[config.mk]
export PLATFORM = sky130hd
export DESIGN_NAME = ram_dp_fifo_ctrl
export DESIGN_NICKNAME = d
export VERILOG_FILES = /design/src/rtl/ram_dp_fifo_ctrl.sv
export SDC_FILE = /design/constraint.sdc
export NUM_CORES = 1
export LEC_CHECK = 0
export CAP_MARGIN = 20
export CORE_AREA = 2 2 98 100
export DETAILED_ROUTE_END_ITERATION = 12
export DIE_AREA = 0 0 100 102
export PLACE_DENSITY = 0.7
export SETUP_SLACK_MARGIN = 0.3
export SLEW_MARGIN = 30
export SYNTH_ARGS = -nofsm -noshare
export SYNTH_HDL_FRONTEND = slang
export SYNTH_SLANG_ARGS = --single-unit
export TNS_END_PERCENT = 10
[constraint.sdc]
create_clock -name clk_i -period 3.4 [get_ports clk_i]
set_input_delay 0.51 -clock clk_i [delete_from_list [all_inputs] [get_ports clk_i]]
set_output_delay 0.51 -clock clk_i [all_outputs]
set_load 0.02 [all_outputs]
[src/rtl/ram_dp_fifo_ctrl.sv]
// ---------------------------------------------------------------------------
// ram_dp_fifo_ctrl
//
// FIFO controller wrapped around an external single-clock dual-port RAM with
// 1-cycle read latency. Words are written to the RAM on push. Reads are
// prefetched into a two-entry output stage (out register + skid register),
// so pop_valid_o/pop_data_o come straight from flops. Full throughput is one
// push and one pop per cycle, and the latency from push to pop is 3 cycles.
//
// Optional feature macro: RAM_DP_FIFO_CTRL_LEVEL_EN adds the registered
// level_o occupancy output.
//
// Ports
//   clk_i, rst_i       clock; synchronous active-high reset
//   flush_i            synchronous discard of all content
//   push_*             write-side valid/ready handshake and data
//   pop_*              read-side valid/ready handshake and data
//   ram_rd_en_o        RAM read enable, with ram_addr_r_o
//   ram_wr_en_o        RAM write enable, with ram_addr_w_o and ram_data_o
//   ram_data_i         RAM read data, valid the cycle after ram_rd_en_o
//   level_o            total entries held (only with the macro defined)
// ---------------------------------------------------------------------------
module ram_dp_fifo_ctrl #(
  parameter int AddrWidth = 4,
  parameter int DataWidth = 32
) (
  input  logic                 clk_i,
  input  logic                 rst_i,
  input  logic                 flush_i,
  input  logic                 push_valid_i,
  output logic                 push_ready_o,
  input  logic [DataWidth-1:0] push_data_i,
  output logic                 pop_valid_o,
  input  logic                 pop_ready_i,
  output logic [DataWidth-1:0] pop_data_o,
  output logic                 ram_rd_en_o,
  output logic                 ram_wr_en_o,
  output logic [AddrWidth-1:0] ram_addr_r_o,
  output logic [AddrWidth-1:0] ram_addr_w_o,
  output logic [DataWidth-1:0] ram_data_o,
`ifdef RAM_DP_FIFO_CTRL_LEVEL_EN
  output logic [AddrWidth+1:0] level_o,
`endif
  input  logic [DataWidth-1:0] ram_data_i
);

  localparam int Depth = 2 ** AddrWidth;
  localparam int PtrW  = AddrWidth + 1;  // pointers and mem_count share this width
  localparam logic [PtrW-1:0] DepthVal = PtrW'(Depth);

  logic [PtrW-1:0]      wr_ptr_q, wr_ptr_d;
  logic [PtrW-1:0]      rd_ptr_q, rd_ptr_d;
  logic [PtrW-1:0]      mem_count_q, mem_count_d;
  logic                 rd_inflight_q, rd_inflight_d;
  logic                 out_valid_q, out_valid_d;
  logic                 skid_valid_q, skid_valid_d;
  logic [DataWidth-1:0] out_data_q, out_data_d;
  logic [DataWidth-1:0] skid_data_q, skid_data_d;

  logic       push_fire;
  logic       pop_fire;
  logic       rd_issue;
  logic [1:0] stage_occ;

  // Ready depends only on registered state, so it has no path from pop_ready_i.
  // A read issued while full frees a slot visible only from the next cycle.
  assign push_ready_o = (mem_count_q != DepthVal);
  assign pop_valid_o  = out_valid_q;
  assign pop_data_o   = out_data_q;

  // A push arriving alongside flush or reset is dropped, including its RAM write.
  assign push_fire = push_valid_i && push_ready_o && !flush_i && !rst_i;
  assign pop_fire  = out_valid_q && pop_ready_i;

  // Words already committed to the output stage (or on their way) after this
  // cycle's pop. pop_fire implies out_valid_q, so the subtraction cannot wrap.
  assign stage_occ = 2'(out_valid_q) + 2'(skid_valid_q) + 2'(rd_inflight_q)
                   - 2'(pop_fire);
  assign rd_issue  = (mem_count_q != '0) && (stage_occ < 2'd2) && !flush_i && !rst_i;

  // A read only targets a slot written in an earlier cycle (mem_count != 0),
  // and a write never lands on an unread slot (mem_count != Depth), so the two
  // RAM ports never collide on one address.
  assign ram_wr_en_o  = push_fire;
  assign ram_addr_w_o = wr_ptr_q[AddrWidth-1:0];
  assign ram_data_o   = push_data_i;
  assign ram_rd_en_o  = rd_issue;
  assign ram_addr_r_o = rd_ptr_q[AddrWidth-1:0];

  // NOTE: every signal gets a default at the top of the block, so no path
  // leaves one unassigned and no latch is inferred.
  always_comb begin
    wr_ptr_d      = wr_ptr_q + PtrW'(push_fire);
    rd_ptr_d      = rd_ptr_q + PtrW'(rd_issue);
    mem_count_d   = mem_count_q + PtrW'(push_fire) - PtrW'(rd_issue);
    rd_inflight_d = rd_issue;
    out_valid_d   = out_valid_q;
    out_data_d    = out_data_q;
    skid_valid_d  = skid_valid_q;
    skid_data_d   = skid_data_q;

    // A pop drains out first; a waiting skid word moves up ahead of new data.
    if (pop_fire) begin
      if (skid_valid_q) begin
        out_data_d   = skid_data_q;
        skid_valid_d = 1'b0;
      end else begin
        out_valid_d = 1'b0;
      end
    end

    // Read data lands in out if that slot is free after the pop, else in skid.
    // The issue rule guarantees skid is empty whenever data arrives here.
    if (rd_inflight_q) begin
      if (!out_valid_d) begin
        out_valid_d = 1'b1;
        out_data_d  = ram_data_i;
      end else begin
        skid_valid_d = 1'b1;
        skid_data_d  = ram_data_i;
      end
    end
  end

  // NOTE: sequential state uses non-blocking assignments so every flop samples
  // the pre-edge values regardless of statement order.
  // Flush and reset share one clear; clearing rd_inflight is what drops the
  // read data still arriving next cycle.
  always_ff @(posedge clk_i) begin
    if (rst_i || flush_i) begin
      wr_ptr_q      <= '0;
      rd_ptr_q      <= '0;
      mem_count_q   <= '0;
      rd_inflight_q <= 1'b0;
      out_valid_q   <= 1'b0;
      skid_valid_q  <= 1'b0;
    end else begin
      wr_ptr_q      <= wr_ptr_d;
      rd_ptr_q      <= rd_ptr_d;
      mem_count_q   <= mem_count_d;
      rd_inflight_q <= rd_inflight_d;
      out_valid_q   <= out_valid_d;
      skid_valid_q  <= skid_valid_d;
    end
  end

  // NOTE: data registers carry no reset; their valid bits qualify them, which
  // keeps reset fan-out off the wide datapath.
  always_ff @(posedge clk_i) begin
    out_data_q  <= out_data_d;
    skid_data_q <= skid_data_d;
  end

`ifdef RAM_DP_FIFO_CTRL_LEVEL_EN
  logic [AddrWidth+1:0] level_q, level_d;

  // Built from next-state terms so the registered value matches the current
  // state sum; peaks at Depth + 2 (full RAM plus both output registers).
  always_comb begin
    level_d = (AddrWidth+2)'(mem_count_d) + (AddrWidth+2)'(rd_inflight_d)
            + (AddrWidth+2)'(out_valid_d) + (AddrWidth+2)'(skid_valid_d);
  end

  always_ff @(posedge clk_i) begin
    if (rst_i || flush_i) begin
      level_q <= '0;
    end else begin
      level_q <= level_d;
    end
  end

  assign level_o = level_q;
`endif

endmodule
==> flow_summary_export.csv <==
group,metric,value,unit
yosys,synthDistinctLibCells,34,
setup_path,cp_data_required_time,3.61,ns
sta,slew_headroom,57.39,%
yosys,synthTopCellsByCount,"48 x dfxtp_1, 34 x nand2_1, 32 x buf_4, 32 x edfxtp_1, 32 x mux2i_1",
setup_path,rr_startpoint,"pop_valid_o",
drt,dr_wl_met2,3073,um
global_route,gr-total-overflow,0,
setup_path,start_kind,"flop",
setup_path,cp-startpoint,"pop_valid_o",
drt,wirelength,6284,um
yosys,synth_area_leaders,"dfxtp_1 28%, edfxtp_1 28%, mux2i_1 9.5%, buf_4 7.1%, ha_1 4.4%",
final_layout,n_antenna_cell,0,
pwr,p_leak,0.001827,uW
setup_path,critPathCaptureType,"flop",
sta,hold_viol_final,0,
sta,min_period,3.005,ns
yosys,syn_area,3374,sq um
sta,max_freq,332.8,MHz
setup_path,rr_worst_depth,16,
global_route,grt_first_pass_wirelength,10210,um
drt,via_count,2125,
yosys,synth_edf_count,32,
setup_path,arrival,3.21,ns
cts,h-tree-depth,3,
yosys,synth_top_area_cell,"dfxtp_1",
cts,cts.sinks,80,
drt,ant_nets,0,
hold_path,worstHoldStart,"skid_data_q[7]",
floorplanning,row_count,35,
place,gp_congestion,0.7114,
floorplanning,die_x,100,um
setup_path,worstSetupPathType,"reg -> reg",
global_route,grt_start_max_net_pins,43,
yosys,seq_area_frac_synth,56.95,%
final_layout,area_growth,30.22,%
yosys,yosysWarnings,0,
final_layout,fin_nets,430,
yosys,synth_top_area_share,28.48,%
sta,setup_ws,0.3953,ns
yosys,ys_ff_latch,80,
setup_path,path_max_fanout,4,
drt,drc_errors,0,
cts,max-clock-path-buffers,2,
floorplanning,ioPinCount,145,
run_status,status,"completed",
place,dp_slack,-0.1966,ns
drt,vias_per_cell,4.580,
place,hpwl,4225,um
floorplanning,die_h,102,um
drt,drt-initial-drc-count,48,
yosys,synthCells,288,
floorplanning,start_util,37.05,%
cts,cts_buffers,9,
sta,rsz0062_at_grt,"true",
hold_path,hold_depth,2,
global_route,antenna_found_initial,0,
sta,worst_pin_slew,0.6377,ns
yosys,async_reset_ff_share,0,%
floorplanning,die-area,10200,sq um
final_layout,fin_util,48.24,%
yosys,avgSynthCellArea,11.72,sq um
yosys,synth_fp_nets,370,
sta,setup_viol,0,
pwr,p_per_area,704.0,nW/um^2
yosys,synth_most_common_cell,"dfxtp_1",
cts,path_clk_slew,0.09,ns
job,cap_violations,0,
global_route,grt_pass1_vias,2141,
drt,wl_met1,2787,um
drt,dr_wl_met3,353,um
cts,clk_latency,0.33,ns
sta,finalCritPeriodShare,88.37,%
floorplanning,coreArea,9109,sq um
global_route,grt_use_total,12.70,%
drt,drtPass1Iterations,4,
cts,hold_buffers,0,
sta,fin_skew,0.01279,ns
cts,cts_tree,"yes",
sta,drv_slew,0,
place,numPortBuffers,80,
yosys,ys.flop_type,"dfxtp_1",
drt,top_layer,"met4",
cts,root_buffer,"clkbuf_8",
drt,wl_per_cell,13.54,um
hold_path,hold_path_class,"reg -> reg",
pwr,max-vdd-ir-drop,0.2926,mV
final_layout,drive_above_1_share,12.75,%
-- worst max-delay path, cell delays in order (launching register included) --
cell and delay [ns]:
dfxtp_4 0.36, and2_4 0.16, ha_4 0.26, inv_2 0.04
ha_4 0.21, a21oi_4 0.19, o22ai_4 0.10, a211oi_4 0.19
ha_1 0.26, inv_1 0.06, ha_2 0.16, inv_1 0.05
fa_2 0.33, nand2b_4 0.16, a21oi_4 0.13, o21ai_1 0.07
nor3b_1 0.14
-- metal layers --
metal	GRT usage, %	vias up
li1	-	1076
met1	16.27	982
met2	20.63	60
met3	3.488	7
met4	4.847	0
met5	0	-
-- final cells by class --
type / count / area [sq um]
fill: 876 / 4715
sequential: 80 / 1926
multi-input combinational: 155 / 1161
timing repair buffer: 91 / 909.6
tap: 111 / 138.9
clock buffer: 10 / 127.6
clock inverter: 6 / 90.09
inverter: 11 / 41.29
-- what timing repair did --
| action | in CTS | in global routing |
|---|---|---|
| gates resized for setup | 1 | 6 |
| pin swaps | 0 | 5 |
| gates cloned | 0 | 0 |
| setup endpoints to repair | 2 | 3 |
| buffers inserted | 0 | 5 |
-- metrics by stage --
stage                     area (sq um)  cells  setup TNS, ns  total power [uW]  hold slack, ns
final                             4394    464              0              3094          0.5094
after detailed placement          4120    443        -0.1966              2355          0.4983
after global routing              4394    464              0              3278          0.5315
after global placement            4120    443        -0.1201              2333          0.4881
after floorplan                   3447    288              0              1912          0.4816
after CTS                         4337    459              0              3136          0.5168
-- final timing paths --
kind / to / slack, ns
hold reg to reg: pop_data_o[7] / 0.51
hold / removal: pop_data_o[7] / 0.51
setup / recovery: mem_count_q[4] / 0.40
setup reg to reg: mem_count_q[4] / 0.40
-- cell families (layout without fill, tap and decap cells) --
| logic type | count (synthesis) | count (layout) | share of synthesized area [%] |
|---|---|---|---|
| AO/OA/AOI/OAI | 44 | 44 | 7.119 |
| XOR/XNOR | 6 | 6 | 1.558 |
| adder cells (fa/ha/maj) | 13 | 13 | 5.043 |
| buffers and inverters | 53 | 118 | 11.42 |
| flip-flops | 80 | 80 | 56.95 |
| multiplexers | 32 | 32 | 9.492 |
| AND/OR/NAND/NOR | 60 | 60 | 8.417 |
-- power by group --
part           switching, uW  total, uW  internal, uW
Clock                    342        760           418
Combinational            502       1030           530
Sequential              98.8       1300          1200
-- sequential cells by signal, summed over array words and instances, names as in the netlist --
signal and count:
mem_count_q 5, pop_data_o 32, pop_valid_o 1, wr_ptr_q 4, skid_data_q 32, rd_inflight_q 1
rd_ptr_q 4, skid_valid_q 1
-- layout by cell type, fill, tap and decap left out, types with 2 or more instances in the layout --
| cell | n |
|---|---|
| inv_2 | 2 |
| nor2_1 | 7 |
| o21ai_0 | 3 |
| inv_6 | 2 |
| xor2_1 | 3 |
| a21oi_1 | 3 |
| buf_4 | 9 |
| clkbuf_8 | 9 |
| nand2_1 | 34 |
| buf_12 | 2 |
| ha_1 | 9 |
| inv_1 | 9 |
| and2_1 | 5 |
| a21oi_4 | 3 |
| nand3_1 | 3 |
| mux2i_1 | 32 |
| bufinv_16 | 2 |
| xnor2_1 | 3 |
| o21ai_1 | 31 |
| nand2b_4 | 2 |
| edfxtp_1 | 32 |
| dfxtp_1 | 47 |
| ha_4 | 2 |
| clkdlybuf4s50_1 | 78 |
Note: power is estimated with default switching activity, not from simulation.
